$ cat config.mk
export PLATFORM = sky130hd
export DESIGN_NAME = fifo_prog_flags
export DESIGN_NICKNAME = d
export VERILOG_FILES = /design/src/rtl/fifo_pkg.sv /design/src/rtl/fifo_flag_gen.sv /design/src/rtl/fifo_prog_flags.sv
export SDC_FILE = /design/constraint.sdc
export NUM_CORES = 1
export LEC_CHECK = 0
export ABC_CLOCK_PERIOD_IN_PS = 8600
export CORE_ASPECT_RATIO = 0.5
export CORE_MARGIN = 8
export CORE_UTILIZATION = 60
export DETAILED_ROUTE_END_ITERATION = 6
export HOLD_SLACK_MARGIN = 0.03
export PLACE_DENSITY = 0.79
export SYNTH_ARGS = -nofsm -noshare
export SYNTH_HDL_FRONTEND = slang
export SYNTH_SLANG_ARGS = --single-unit
$ cat constraint.sdc
create_clock -name clk -period 8.6 [get_ports clk]
set_input_delay 0.86 -clock clk [delete_from_list [all_inputs] [get_ports clk]]
set_output_delay 0.86 -clock clk [all_outputs]
set_load 0.005 [all_outputs]
$ cat src/rtl/fifo_pkg.sv
// Shared types and width helpers for the programmable-flag FIFO family.
package fifo_pkg;

    typedef enum logic {
        RD_REG  = 1'b0,
        RD_FWFT = 1'b1
    } rd_mode_e;

    // Occupancy must represent 0..DEPTH inclusive, hence one bit above the pointer width.
    function automatic int cnt_width(input int depth);
        return $clog2(depth) + 1;
    endfunction

endpackage

$ cat src/rtl/fifo_flag_gen.sv
// Decodes occupancy and run-time thresholds into full/empty/almost flags.
// Purely combinational: flags follow the registered count and threshold inputs directly.
module fifo_flag_gen
    import fifo_pkg::*;
#(
    parameter int  DEPTH = 16,
    localparam int CW    = cnt_width(DEPTH)
) (
    input  logic [CW-1:0] count_i,
    input  logic [CW-1:0] af_thresh_i,
    input  logic [CW-1:0] ae_thresh_i,
    output logic          full_o,
    output logic          empty_o,
    output logic          almost_full_o,
    output logic          almost_empty_o
);

    assign full_o         = (count_i == CW'(DEPTH));
    assign empty_o        = (count_i == '0);
    assign almost_full_o  = (count_i >= af_thresh_i);
    assign almost_empty_o = (count_i <= ae_thresh_i);

endmodule

$ cat src/rtl/fifo_prog_flags.sv
// Single-clock FIFO with programmable almost flags, live count and sticky errors.
// Read is 1-cycle registered (FWFT=0) or zero-latency fall-through (FWFT=1); writes at full / reads at empty are dropped.
module fifo_prog_flags
    import fifo_pkg::*;
#(
    parameter int  DATA_WIDTH = 32,
    parameter int  DEPTH      = 16,
    parameter int  FWFT       = 0,
    localparam int ADDR_WIDTH = $clog2(DEPTH)
) (
    input  logic                  clk,
    input  logic                  rst,
    input  logic                  wr_en,
    input  logic [DATA_WIDTH-1:0] data_in,
    input  logic                  rd_en,
    output logic [DATA_WIDTH-1:0] data_out,
    output logic                  data_valid,
    input  logic [ADDR_WIDTH:0]   af_thresh,
    input  logic [ADDR_WIDTH:0]   ae_thresh,
    output logic [ADDR_WIDTH:0]   count,
    output logic                  full,
    output logic                  empty,
    output logic                  almost_full,
    output logic                  almost_empty,
    input  logic                  err_clr,
    output logic                  overflow,
    output logic                  underflow
);

    localparam rd_mode_e RD_MODE = (FWFT != 0) ? RD_FWFT : RD_REG;

    logic [DATA_WIDTH-1:0] mem_q [DEPTH];
    logic [ADDR_WIDTH-1:0] wr_ptr_q, wr_ptr_d;
    logic [ADDR_WIDTH-1:0] rd_ptr_q, rd_ptr_d;
    logic [ADDR_WIDTH:0]   count_q, count_d;
    logic                  ovf_q, ovf_d;
    logic                  udf_q, udf_d;
    logic                  wr_acc, rd_acc;

    // Acceptance uses pre-edge flags, so there is no pass-through at full or empty.
    assign wr_acc = wr_en & ~full;
    assign rd_acc = rd_en & ~empty;

    assign wr_ptr_d = wr_acc ? wr_ptr_q + ADDR_WIDTH'(1) : wr_ptr_q;
    assign rd_ptr_d = rd_acc ? rd_ptr_q + ADDR_WIDTH'(1) : rd_ptr_q;
    assign count_d  = count_q + {{ADDR_WIDTH{1'b0}}, wr_acc} - {{ADDR_WIDTH{1'b0}}, rd_acc};

    // Set has priority over clear so a coincident error is never lost.
    assign ovf_d = (wr_en & full)  | (ovf_q & ~err_clr);
    assign udf_d = (rd_en & empty) | (udf_q & ~err_clr);

    always_ff @(posedge clk) begin
        if (rst) begin
            wr_ptr_q <= '0;
            rd_ptr_q <= '0;
            count_q  <= '0;
            ovf_q    <= 1'b0;
            udf_q    <= 1'b0;
        end else begin
            wr_ptr_q <= wr_ptr_d;
            rd_ptr_q <= rd_ptr_d;
            count_q  <= count_d;
            ovf_q    <= ovf_d;
            udf_q    <= udf_d;
        end
    end

    always_ff @(posedge clk) begin
        if (!rst && wr_acc) begin
            mem_q[wr_ptr_q] <= data_in;
        end
    end

    generate
        if (RD_MODE == RD_FWFT) begin : g_fwft
            assign data_out   = mem_q[rd_ptr_q];
            assign data_valid = ~empty;
        end else begin : g_reg
            logic [DATA_WIDTH-1:0] dout_q;
            logic                  dvld_q;

            always_ff @(posedge clk) begin
                if (rst) begin
                    dout_q <= '0;
                    dvld_q <= 1'b0;
                end else begin
                    dvld_q <= rd_acc;
                    if (rd_acc) begin
                        dout_q <= mem_q[rd_ptr_q];
                    end
                end
            end

            assign data_out   = dout_q;
            assign data_valid = dvld_q;
        end
    endgenerate

    fifo_flag_gen #(
        .DEPTH (DEPTH)
    ) u_flag_gen (
        .count_i        (count_q),
        .af_thresh_i    (af_thresh),
        .ae_thresh_i    (ae_thresh),
        .full_o         (full),
        .empty_o        (empty),
        .almost_full_o  (almost_full),
        .almost_empty_o (almost_empty)
    );

    assign count     = count_q;
    assign overflow  = ovf_q;
    assign underflow = udf_q;

endmodule
Yosys cells after proc, flatten, opt, wreduce, memory -nomap -nowiden
Memory sizes are Yosys's and may differ from the RTL's. A register that Yosys moved wholly into a read port is not among the register bits.
Cells that the tools add are included.
- word-level logic and storage cells: 30
- output and inout port bits: 44
- memory bits (writable): 512
- memories: 1
- register bits: 16
- bitwise operators: 11
- reductions and logical operators: 3
- eq/ne operators: 1
- muxes and demuxes: 2
- magnitude comparators: 2
- $add $sub $neg: 4
- memory list (name ; depth ; bits a word ; read ports ; clocked after Yosys merged registers in ; wr ports ; line ; source):
    mem_q ; 16 ; 32 ; 1 ; 1 ; 1 ; fifo_prog_flags.sv:32 ; logic [DATA_WIDTH-1:0] mem_q [DEPTH];
- operators with widths (kind ; count):
    4-bit by 1-bit adder with 4-bit output, second input constant ; 2
    1-bit bitwise AND ; 6
    5-bit by 1-bit adder with 5-bit output ; 1
    5-bit equality test, second input constant ; 1
    5-bit >= comparator ; 1
    5-bit <= comparator ; 1
    5-bit logical NOT ; 1
    5-bit by 1-bit subtractor with 5-bit output ; 1
    1-bit NOT ; 3
    1-bit 2-to-1 mux ; 2
    1-bit OR ; 2
    1-bit logical AND ; 1
    1-bit logical NOT ; 1

Longest topological paths before layout
- depth after elaboration: 6
- depth in mapped cells: 15
- gate-level depth less buffers: 15

By module
Synthesis repeated with hierarchy kept, for this count alone.
- cell total of the unflattened synthesis: 1066
- area total of the unflattened synthesis: 21618.2 um2
- modules (own cells, without submodules) (module ; cells each ; area an instance (um2) ; seq. area each (um2) ; times used):
    fifo_prog_flags ; 1032 ; 21354.2 ; 16335.7 ; 1
    fifo_flag_gen ; 34 ; 264.0 ; 0.0 ; 1

Worst setup path before layout
OpenSTA, ideal clock, no wires.
- kind: register -> register
- start point: register count_q[2], in the netlist count[2]
- end point: memory mem_q[0][0] (enable)
- required time: 8.139 ns
- setup slack: 4.381 ns
- data arrival time: 3.758 ns
- stages on the path, launching flop included: 9
- cell sequence: dfxtp_1 inv_1 ha_1 and4bb_2 and2b_1 inv_1 nor2_1 nand2_1 nor3_1
- cells in the longest elaborated chain, start to end: 6
- RTL lines (what ; line ; source):
    start, declared ; fifo_prog_flags.sv:35 ; logic [ADDR_WIDTH:0] count_q, count_d;
    start signal, assigned ; fifo_prog_flags.sv:62 ; count_q <= count_d;
    5-bit equality test ; fifo_flag_gen.sv:18 ; assign full_o = (count_i == CW'(DEPTH));
    net full ; fifo_prog_flags.sv:21 ; output logic full,
    1-bit NOT ; fifo_prog_flags.sv:41 ; assign wr_acc = wr_en & ~full;
    1-bit bitwise AND ; fifo_prog_flags.sv:41 ;
    1-bit logical AND ; fifo_prog_flags.sv:69 ; if (!rst && wr_acc) begin
    1-bit 2-to-1 mux ; fifo_prog_flags.sv:69 ;
    1-bit 2-to-1 mux (not written as such) ; fifo_prog_flags.sv:70 ; mem_q[wr_ptr_q] <= data_in;
    end, declared ; fifo_prog_flags.sv:32 ;
The timed path passes the listed nets, and every way through them passes these cells.

Worst setup path in the final report
- start point: input ae_thresh[1]
- end point: output almost_empty
- cells in the longest elaborated chain, start to end: 1
- RTL lines (what ; line ; source):
    start, declared ; fifo_prog_flags.sv:19 ; input logic [ADDR_WIDTH:0] ae_thresh,
    5-bit <= comparator ; fifo_flag_gen.sv:21 ; assign almost_empty_o = (count_i <= ae_thresh_i);
    end, declared ; fifo_prog_flags.sv:24 ; output logic almost_empty,
No other way between the ends.

==> impl_metrics.env <==
export IMPL_port_buffers=90
export IMPL_dr_wl_met3_um=3723
export IMPL_critical_path_top_cell_by_count="sky130_fd_sc_hd__o21a_1"
export IMPL_timing_critical_path_slowest_cell_delay_ps=540
export IMPL_arrival_ps=2940
export IMPL_yosys_area_top_type="sky130_fd_sc_hd__edfxtp_1"
export IMPL_syn_instance_count=1005
export IMPL_final_hold_violation_count=0
export IMPL_worst_path_dominant_cell_family="buffers and inverters"
export IMPL_setup_repair_after_global_routing_missed_its_margin="false"
export IMPL_p_leak_nw=7.584
export IMPL_drive_above_1_share_pct=21.29
export IMPL_crit_path_start_kind="input port"
export IMPL_met2WireLength_um=22550
export IMPL_synth_cell_type_count=39
export IMPL_areaGrowthSynthToFinish_pct=14.30
export IMPL_ys_top_cells_by_area="sky130_fd_sc_hd__edfxtp_1 72%, sky130_fd_sc_hd__mux4_2 14%, sky130_fd_sc_hd__dfxtp_1 4.5%, sky130_fd_sc_hd__a22oi_1 2.2%, sky130_fd_sc_hd__ha_1 1.2%"
export IMPL_reg_to_reg_slack_setup_ps=5180
export IMPL_outcome="completed"
export IMPL_layout_common_cells="512 x sky130_fd_sc_hd__edfxtp_1, 128 x sky130_fd_sc_hd__mux4_2, 90 x sky130_fd_sc_hd__clkdlybuf4s50_1"
export IMPL_die_x_um=282
export IMPL_worstPathCellList="clkdlybuf4s50_1 -> inv_1 -> ha_1 -> nor2b_1 -> o21a_1 -> o21a_1 -> o21a_1 -> o22ai_1 -> clkdlybuf4s50_1"
export IMPL_path_clk_slew_ps=70
export IMPL_route_detailed_wl_per_inst_um=27.50
export IMPL_path_class="in -> out"
export IMPL_relSlewSlack_pct=14.72
export IMPL_postLayoutSetupSlackWorst_ps=4803
export IMPL_fp_dieArea_mm2=0.04202
export IMPL_cts_made_buffers=47
export IMPL_crit_fanout=2
export IMPL_detail_route_first_pass_iterations=7
export IMPL_detail_route_iter0_violations=1251
export IMPL_crit_path_end_kind="primary output"
export IMPL_rows=48
export IMPL_pre_cts_ws_ps=4690
export IMPL_cts_root_buf="sky130_fd_sc_hd__clkbuf_16"
export IMPL_final_min_period_over_clock_period_pct=44.15
export IMPL_syn_area_mm2=0.02123
export IMPL_finalSetupTns_ps=0
export IMPL_worst_hold_class="reg -> reg"
export IMPL_num_fill_cells=1980
export IMPL_max_freq_mhz=263.4
export IMPL_routed_top_layer="met4"
export IMPL_clock_latency_ps=560
export IMPL_drv_slew=0
export IMPL_timing_critical_path_depth=9
export IMPL_area_of_the_multi_input_gates_mm2=0.004681
export IMPL_mostFrequentLayoutCell="sky130_fd_sc_hd__edfxtp_1"
export IMPL_synth_top_area_share_pct=72.43
export IMPL_cts_root_to_sink_buffers=3
export IMPL_time_the_final_worst_path_needs_with_i_o_delays_and_setup_ps=3797
export IMPL_final_setup_viol_count=0
export IMPL_placeableCoreArea_mm2=0.03465
export IMPL_grt_overflow=0
export IMPL_worst_slew_pin_transition_ps=1276
export IMPL_grt_use_total_pct=21.25
export IMPL_crit_slowest_cell="sky130_fd_sc_hd__clkdlybuf4s50_1"
export IMPL_cts_repair_timing_setup_buffer_count=0
export IMPL_drt_total_wl_um=44600
export IMPL_dpl_hpwl_um=23870
export IMPL_h_tree_depth=2
export IMPL_postSynth_asyncResetShare_pct=0
export IMPL_seq_area_frac_synth_pct=76.96
export IMPL_ys_ff_latch=560
export IMPL_grt_antenna_before_repair=1
export IMPL_initial_util_pct=61.25
export IMPL_finish_cell_count_without_fillers=1622
export IMPL_numPlacedInstances=1534
export IMPL_yosysWarningCount=0
export IMPL_num_vias=10480
export IMPL_utilization_pct=70.01
export IMPL_holdPathStages=2
export IMPL_sequential_cell_area_mm2=0.01634
export IMPL_required_ps=7740
export IMPL_drcViolationCount=0
export IMPL_synth_edf_count=512
export IMPL_wl_met1_um=17510
export IMPL_critPathBufInv=3
export IMPL_io_pin_count=91
export IMPL_clkSinkCount=560
export IMPL_routed_via_density=6.461
export IMPL_powerDensity_mw_per_mm2=267.4
export IMPL_syn_nets=1074
export IMPL_max_cap_viol_count=0
export IMPL_post_dp_cell_area_mm2=0.02274
export IMPL_r2r_worst_path_cells=8
export IMPL_cts_hold_buffers=0
export IMPL_global_route_wire_length_before_repair_um=67190
export IMPL_floorplan_die_height_um=149
export IMPL_cts_tree="built"
export IMPL_grt_max_degree=86
export IMPL_grt_pass1_vias=10920
export IMPL_synth_top_flop_cell="sky130_fd_sc_hd__edfxtp_1"
export IMPL_clock_skew_ps=16.41
export IMPL_final_cell_area_mm2=0.02426
export IMPL_cts_resized_gates=0
export IMPL_nNetsFinal=1177
export IMPL_drt_antenna_violating_nets=0
export IMPL_synthesis_area_per_instance_um2=21.12
export IMPL_gp_congestion=0.7718
export IMPL_max_vdd_ir_drop_mv=0.1970
==> stage by stage <==
stage	total power, mW	hold WS [ps]
2_1_floorplan	4.031	460.7
3_3_place_gp	4.403	472.3
3_5_place_dp	4.434	470.4
4_1_cts	6.523	488.0
5_1_grt	6.701	503.5
6_report	6.488	487.4
==> final timing paths <==
path / startpoint / endpoint
worst max-delay path: ae_thresh[1] / almost_empty
worst min-delay path: data_out[2] / data_out[2]
worst min register to register: data_out[2] / data_out[2]
worst max register to register: count[3] / mem_q[8][14]
==> flip-flops by register name, indices dropped and copies added (netlist names) <==
register	count
rd_ptr_q	4
wr_ptr_q	4
mem_q	512
overflow	1
data_valid	1
underflow	1
data_out	32
count	5
==> synth_stat cells (2+ instances only) <==
master	instances
sky130_fd_sc_hd__inv_1	20
sky130_fd_sc_hd__nand4_1	2
sky130_fd_sc_hd__xor2_1	6
sky130_fd_sc_hd__a22oi_1	62
sky130_fd_sc_hd__o21a_1	3
sky130_fd_sc_hd__xnor2_1	3
sky130_fd_sc_hd__mux4_2	128
sky130_fd_sc_hd__buf_1	4
sky130_fd_sc_hd__buf_6	5
sky130_fd_sc_hd__nor3_1	4
sky130_fd_sc_hd__clkbuf_1	23
sky130_fd_sc_hd__dfxtp_1	48
sky130_fd_sc_hd__buf_2	21
sky130_fd_sc_hd__ha_1	21
sky130_fd_sc_hd__nand2_1	44
sky130_fd_sc_hd__edfxtp_1	512
sky130_fd_sc_hd__nand2b_1	4
sky130_fd_sc_hd__o211ai_1	27
sky130_fd_sc_hd__nor2b_1	5
sky130_fd_sc_hd__nor2_1	29
sky130_fd_sc_hd__o211ai_2	4
sky130_fd_sc_hd__nor4_1	2
sky130_fd_sc_hd__o21ai_0	2
sky130_fd_sc_hd__a21oi_1	11
==> cell families (layout without fill, tap and decap cells) <==
group | Yosys count | after routing | share of synthesized area (%)
xor+xnor | 9 | 9 | 0.3714
fa+ha+maj | 22 | 22 | 1.332
compound gates | 112 | 112 | 3.884
flops | 560 | 560 | 76.96
simple gates | 99 | 99 | 2.216
other cells | 0 | 1 | 0
mux | 129 | 129 | 13.63
buf+inv | 74 | 215 | 1.609
==> report_power, final <==
part / switching (mW) / internal (mW)
clock network: 0.929 / 1.19
registers: 0.161 / 3.07
logic: 0.496 / 0.639
==> routing by layer <==
layer,track usage (%),vias to the layer above
met5,0,-
met2,35.97,519
met3,4.575,68
li1,-,4363
met4,4.935,0
met1,28.50,5529
==> worst register-to-register path, cell delays in order, from the launching register on <==
cell	delay [ps]
sky130_fd_sc_hd__dfxtp_1	460
sky130_fd_sc_hd__inv_1	110
sky130_fd_sc_hd__ha_1	210
sky130_fd_sc_hd__and4bb_2	250
sky130_fd_sc_hd__and2b_1	310
sky130_fd_sc_hd__inv_1	120
sky130_fd_sc_hd__nor2_1	240
sky130_fd_sc_hd__nand2_1	310
sky130_fd_sc_hd__nor2_4	1010
==> layout make-up <==
| cell class | instances | area share (%) |
|---|---|---|
| antenna | 1 | 0.01031 |
| clock buffer | 70 | 5.626 |
| clock inverter | 17 | 0.6446 |
| inverter | 21 | 0.3249 |
| multi-input combinational | 371 | 19.29 |
| sequential | 560 | 67.36 |
| tap | 475 | 2.450 |
| timing repair buffer | 107 | 4.291 |
Note: power is estimated with default switching activity, not from simulation.
